## config.mk

```make
export PLATFORM = sky130hd
export DESIGN_NAME = radix2_divider
export DESIGN_NICKNAME = d
export VERILOG_FILES = /design/src/rtl/div_pkg.sv /design/src/rtl/radix2_divider.sv
export SDC_FILE = /design/constraint.sdc
export NUM_CORES = 1
export LEC_CHECK = 0
export BUFFER_PORTS_ARGS = -buffer_cell sky130_fd_sc_hd__buf_2
export CAP_MARGIN = 30
export CORE_MARGIN = 4
export CORE_UTILIZATION = 57
export CTS_CLUSTER_SIZE = 30
export DETAILED_ROUTE_END_ITERATION = 8
export PLACE_DENSITY_LB_ADDON = 0.2
export SKIP_CTS_REPAIR_TIMING = 1
export SYNTH_ARGS = -nofsm -noshare
export SYNTH_HDL_FRONTEND = slang
export SYNTH_SLANG_ARGS = --single-unit
```

## constraint.sdc

```tcl
create_clock -name clk -period 4.5 [get_ports clk]
set_clock_uncertainty 0.2 [all_clocks]
set_input_delay 0.225 -clock clk [delete_from_list [all_inputs] [get_ports clk]]
set_output_delay 0.225 -clock clk [all_outputs]
set_load 0.1 [all_outputs]
```

## src/rtl/div_pkg.sv

```systemverilog
// Shared definitions for the radix-2 restoring divider: widths, iteration count, FSM encoding.
// Latency: n/a (package only).
// Backpressure: n/a (package only).
package div_pkg;

    localparam int DIV_WIDTH = 32;
    localparam int DIV_ITERS = 32;
    localparam int CNT_W     = 6;

    typedef enum logic [1:0] {
        IDLE = 2'd0,
        CALC = 2'd1,
        FIX  = 2'd2,
        DONE = 2'd3
    } div_state_e;

    // Two's-complement negation at the divider's operand width.
    function automatic logic [DIV_WIDTH-1:0] twos_neg(input logic [DIV_WIDTH-1:0] v);
        return ~v + DIV_WIDTH'(1);
    endfunction

endpackage

```

## src/rtl/radix2_divider.sv

```systemverilog
// Iterative radix-2 restoring divider, unsigned or two's-complement selected by SIGNED.
// Latency: result strobe 33 edges after accept; next accept possible 35 edges after accept.
// Backpressure: both tready high only while idle; output is a one-cycle strobe with no ready.
module radix2_divider
    import div_pkg::*;
#(
    parameter int unsigned SIGNED = 0
) (
    input  logic                   clk,
    input  logic                   resetn,
    input  logic [DIV_WIDTH-1:0]   s_axis_dividend_tdata,
    input  logic                   s_axis_dividend_tvalid,
    output logic                   s_axis_dividend_tready,
    input  logic [DIV_WIDTH-1:0]   s_axis_divisor_tdata,
    input  logic                   s_axis_divisor_tvalid,
    output logic                   s_axis_divisor_tready,
    output logic [2*DIV_WIDTH-1:0] m_axis_dout_tdata,
    output logic                   m_axis_dout_tvalid
);

    div_state_e             state_q, state_d;
    logic [CNT_W-1:0]       cnt_q, cnt_d;
    // Holds the dividend magnitude at accept; quotient bits shift in from the bottom.
    logic [DIV_WIDTH-1:0]   quo_q, quo_d;
    logic [DIV_WIDTH-1:0]   dvs_q, dvs_d;
    logic [DIV_WIDTH-1:0]   rem_q, rem_d;
    logic                   dvd_neg_q, dvd_neg_d;
    logic                   quo_neg_q, quo_neg_d;
    logic [2*DIV_WIDTH-1:0] dout_q, dout_d;
    logic                   vld_q, vld_d;

    logic                   accept;
    logic                   dvd_sign, dvs_sign;
    logic [DIV_WIDTH-1:0]   dvd_mag, dvs_mag;
    logic [DIV_WIDTH:0]     part, diff;
    logic                   ge;
    logic [DIV_WIDTH-1:0]   quo_fix, rem_fix;

    assign accept = (state_q == IDLE) && s_axis_dividend_tvalid && s_axis_divisor_tvalid;

    // A zero divisor has a clear MSB, so it naturally counts as non-negative.
    assign dvd_sign = (SIGNED != 0) && s_axis_dividend_tdata[DIV_WIDTH-1];
    assign dvs_sign = (SIGNED != 0) && s_axis_divisor_tdata[DIV_WIDTH-1];
    assign dvd_mag  = dvd_sign ? twos_neg(s_axis_dividend_tdata) : s_axis_dividend_tdata;
    assign dvs_mag  = dvs_sign ? twos_neg(s_axis_divisor_tdata) : s_axis_divisor_tdata;

    // Partial remainder is kept below the divisor (or is a dividend prefix when dividing
    // by zero), so the 33-bit difference never overflows and its MSB is the borrow.
    assign part = {rem_q, quo_q[DIV_WIDTH-1]};
    assign diff = part - {1'b0, dvs_q};
    assign ge   = ~diff[DIV_WIDTH];

    assign quo_fix = quo_neg_q ? twos_neg(quo_q) : quo_q;
    assign rem_fix = dvd_neg_q ? twos_neg(rem_q) : rem_q;

    assign s_axis_dividend_tready = (state_q == IDLE);
    assign s_axis_divisor_tready  = (state_q == IDLE);
    assign m_axis_dout_tdata      = dout_q;
    assign m_axis_dout_tvalid     = vld_q;

    // Next-state and datapath update: capture at accept, one shift-subtract per CALC cycle,
    // sign fix-up into the output register in FIX, strobe during DONE.
    always_comb begin
        state_d   = state_q;
        cnt_d     = cnt_q;
        quo_d     = quo_q;
        dvs_d     = dvs_q;
        rem_d     = rem_q;
        dvd_neg_d = dvd_neg_q;
        quo_neg_d = quo_neg_q;
        dout_d    = dout_q;
        vld_d     = 1'b0;
        case (state_q)
            IDLE: begin
                if (accept) begin
                    quo_d     = dvd_mag;
                    dvs_d     = dvs_mag;
                    rem_d     = '0;
                    cnt_d     = '0;
                    dvd_neg_d = dvd_sign;
                    quo_neg_d = dvd_sign ^ dvs_sign;
                    state_d   = CALC;
                end
            end
            CALC: begin
                rem_d = ge ? diff[DIV_WIDTH-1:0] : part[DIV_WIDTH-1:0];
                quo_d = {quo_q[DIV_WIDTH-2:0], ge};
                cnt_d = cnt_q + CNT_W'(1);
                if (cnt_q == CNT_W'(DIV_ITERS - 1)) begin
                    state_d = FIX;
                end
            end
            FIX: begin
                dout_d  = {quo_fix, rem_fix};
                vld_d   = 1'b1;
                state_d = DONE;
            end
            DONE: begin
                state_d = IDLE;
            end
            default: begin
                state_d = IDLE;
            end
        endcase
    end

    // FSM state register with synchronous active-low reset.
    always_ff @(posedge clk) begin
        if (!resetn) begin
            state_q <= IDLE;
        end else begin
            state_q <= state_d;
        end
    end

    // Datapath and output registers; reset discards any operation in flight.
    always_ff @(posedge clk) begin
        if (!resetn) begin
            cnt_q     <= '0;
            quo_q     <= '0;
            dvs_q     <= '0;
            rem_q     <= '0;
            dvd_neg_q <= 1'b0;
            quo_neg_q <= 1'b0;
            dout_q    <= '0;
            vld_q     <= 1'b0;
        end else begin
            cnt_q     <= cnt_d;
            quo_q     <= quo_d;
            dvs_q     <= dvs_d;
            rem_q     <= rem_d;
            dvd_neg_q <= dvd_neg_d;
            quo_neg_q <= quo_neg_d;
            dout_q    <= dout_d;
            vld_q     <= vld_d;
        end
    end

endmodule

```

==> impl_metrics.csv <==
group,metric,value,unit
floorplan,start_util,58.4,%
floorplan,die_h,130,µm
hold_path,holdPathEnd,"quo_q[13]$_SDFFE_PN0P_",
worst_setup_path,critical-path-max-stage-delay,0.45,ns
synth,ys_seq_area_share,39.9,%
worst_setup_path,crit_required,4.66,ns
layout,diodes,0,
sta,timing.slew.headroom,36.1,%
grt,grt_overflow,0,
layout,layoutNonFillerInstCount,1342,
layout,final_nets,1251,
route,dr.pass1.iters,5,
power,p_switching,2.88,mW
synth,synthXorXnorAreaFrac,2.99,%
grt,grt_usage,22.8,%
worst_setup_path,reg2reg_slack,0.86,ns
floorplan,die_w,130,µm
route,ant_nets,0,
synth,synthFlopType,"dfxtp_1",
sta,setup_viol,0,
synth,yosys-top-cells-count,"dfxtp_1 (169), nand2_1 (122), mux2i_1 (118)",
clocking,h-tree-depth,4,
synth,synth_area,8480,µm²
placement,post-place-ws,0.869,ns
sta,hold_viol_final,1,
sta,tns,0,ns
sta,slew_violations,0,
synth,syn_nets,1089,
route,wl,20200,µm
floorplan,core-area,14500,µm²
synth,synth-simple-area-share,14.6,%
sta,min_period,3.64,ns
synth,yosys.area_share.adder,5.55,%
hold_path,hp-start,"s_axis_dividend_tdata[13]",
power,switching_share,42.1,%
sta,tightest_slew,0.959,ns
sta,rsz0062_at_grt,"false",
route,drc,0,
worst_setup_path,crit_family,"compound AO/OA/AOI/OAI gates",
worst_setup_path,cp-start-kind,"flip-flop",
synth,yosys.cell_count.top_type,"dfxtp_1",
synth,synth.distinct_cells,66,
synth,synth_top_family_by_area,"compound AO/OA/AOI/OAI gates",
synth,synth_top_cell_by_area,"dfxtp_1",
grt,grt_pass1_vias,6569,
synth,synth_edf_count,0,
synth,netlist.area_leader.share,39.9,%
power,ir_drop,0.454,mV
worst_setup_path,arrival,3.80,ns
grt,grt_pass1_wl,31400,µm
clocking,numCtsBuffers,17,
route,routed.top_layer,"met4",
floorplan,row_count,44,
worst_setup_path,crit_top_cell,"inv_1",
grt,antenna_found_initial,0,
synth,synth-compound-area-share,17.3,%
worst_setup_path,rr_startpoint,"quo_q[31]$_SDFFE_PN0P_",
clocking,ctsRootBufferMaster,"clkbuf_16",
worst_setup_path,reg2reg_depth,13,
grt,grt_max_degree,69,
placement,finalWeightedCongestion,0.947,
synth,ys_top_cells_by_area,"dfxtp_1 (40%), mux2i_1 (14%), nand2_1 (5.4%), ha_1 (5.3%), nor2_1 (5.0%)",
synth,netlist_instances,984,
synth,synthMuxAreaShare,14.4,%
clocking,cts_tree,"yes",
power,p_leak,4.44,nW
route,viasPerCell,5.54,
placement,dp_cells,1249,
worst_setup_path,crit_buf_inv,3,
route,met2_length,9840,µm
worst_setup_path,crit_chain,"inv_1 > ha_1 > inv_1 > fa_1 > a211o_1 > a2111oi_2 > nand3b_2 > a21oi_2 > mux2i_2 > nor2_4 > buf_4 > mux2_1 > o21ai_1",
clocking,cts_sinks,169,
outcome,violations,"negative hold slack",
power,p_int,3.96,mW
worst_setup_path,r2r_end,"rem_q[12]$_SDFFE_PN0P_",
worst_setup_path,cp_max_fo,19,
power,p_seq_share,27.2,%
outcome,outcome,"finished with violations",
clocking,clk_path_buf_depth,2,
power,cellPowerDensity,656,nW/µm²
placement,hpwl,13200,µm
synth,avgSynthCellArea,8.62,µm²
layout,areaGrowthSynthToFinish,22.9,%
sta,period_share,81.0,%
clocking,path_clk_slew,0.07,ns
route,vias,7434,
route,wl_met1,9070,µm
floorplan,dieArea,16900,µm²
synth,synthArstFlopShare,0,%
power,combinationalPowerShare,51.9,%
synth,synth_seq_cells,169,
flow_run,maxCapViolCount,0,
clocking,clkLatencyLatePin,0.42,ns
route,wl_per_cell,15.0,µm
route,drt_iter0_drc,464,
worst_setup_path,critPathCaptureType,"flip-flop",
synth,yosys_warnings,0,
sta,fin_ws,0.856,ns
layout,finish.utilization,71.7,%
worst_setup_path,cp_slowest_cell,"nor2_4",
power,p_clk_share,20.9,%
layout,fillers,1179,
floorplan,io_pins,135,
hold_path,hp-class,"in2reg",
sta,fmax,274,MHz
worst_setup_path,worstSetupPathType,"reg2reg",
sta,holdWs,-0.0573,ns
layout,drive_above_1_share,16.5,%
route,wl_met3,1050,µm
placement,placement.io_buffers,134,
hold_path,hold_depth,3,
flip-flops by register name, indices dropped and copies added (netlist names):
register and count:
cnt_q 6, dvs_q 32, state_q 2, m_axis_dout_tdata 64, rem_q 32, m_axis_dout_tvalid 1
quo_q 32
power by group through the flow:
stage                     clock (mW)  sequential [mW]  combinational (mW)
after floorplan                    0             1.99                2.85
after global placement             0             1.88                3.44
after detailed placement           0             1.89                3.47
after CTS                       1.45             1.86                3.49
after global routing            1.52             1.89                3.89
final                           1.43             1.86                3.55
cell type report:
type | instances | area, µm² | share of cell area, %
sequential | 169 | 3380 | 32.5
multi-input combinational | 705 | 4680 | 44.9
timing repair buffer | 207 | 1370 | 13.2
tap | 184 | 230 | 2.21
clock inverter | 10 | 109 | 1.04
clock buffer | 21 | 470 | 4.51
inverter | 46 | 175 | 1.68
worst min-delay path, delay by kind of cell:
family | cells | cell delay, ns
compound gates | 1 | 0.08
buf+inv | 1 | 0.10
mux | 1 | 0.11
cells by family (layout without fill, tap and decap cells):
kind of cell,after synthesis,after routing
compound gates,226,226
xor+xnor,29,29
fa+ha+maj,37,37
buf+inv,110,284
flops,169,169
mux,121,121
simple gates,292,292
how the worst max path moves through the flow:
stage                           start                      to  cells past startpoint
6_report       quo_q[31]$_SDFFE_PN0P_  rem_q[12]$_SDFFE_PN0P_                     13
3_5_place_dp   quo_q[31]$_SDFFE_PN0P_  rem_q[12]$_SDFFE_PN0P_                     13
4_1_cts        quo_q[31]$_SDFFE_PN0P_  rem_q[12]$_SDFFE_PN0P_                     13
5_1_grt        quo_q[31]$_SDFFE_PN0P_  rem_q[12]$_SDFFE_PN0P_                     13
2_1_floorplan  quo_q[31]$_SDFFE_PN0P_  rem_q[31]$_SDFFE_PN0P_                     12
3_3_place_gp   quo_q[31]$_SDFFE_PN0P_  rem_q[12]$_SDFFE_PN0P_                     13
metal layers:
metal  track usage [%]  vias up
met5                 0        -
met4              5.99        0
met3              7.08       17
met2              37.3      184
met1              29.4     3475
li1                  -     3758
per-stage QoR:
step,cell area [µm²],hold slack (ns),power [mW]
6_report,10400,-0.0573,6.84
5_1_grt,10400,-0.00657,7.30
4_1_cts,9800,-0.177,6.79
3_5_place_dp,9230,0.248,5.35
3_3_place_gp,9230,0.243,5.32
2_1_floorplan,8480,0.147,4.84
cells in the final DEF, fill, tap and decap left out, types with 3 or more instances in the layout:
cell type and count:
clkbuf_8 3, mux2i_1 118, o221ai_1 3, nor3_1 9, o21ai_0 29, buf_2 134
nor2b_1 3, a211o_1 3, and3_1 5, inv_1 45, a32oi_1 8, dfxtp_1 169
a21o_1 12, a21oi_1 69, o31ai_1 6, buf_4 11, nand4_1 7, o21a_1 4
ha_1 34, nand3_1 12, clkbuf_16 17, o21ai_1 16, a211oi_1 37, and2_1 5
xor2_1 15, inv_6 3, a2111oi_2 3, a31oi_1 7, or3_1 6, dlygate4sd3_1 62
o21bai_1 7, nand2_1 122, xnor2_1 14, clkinv_4 3, nor2_1 111
(Power assumes the default switching activity.)
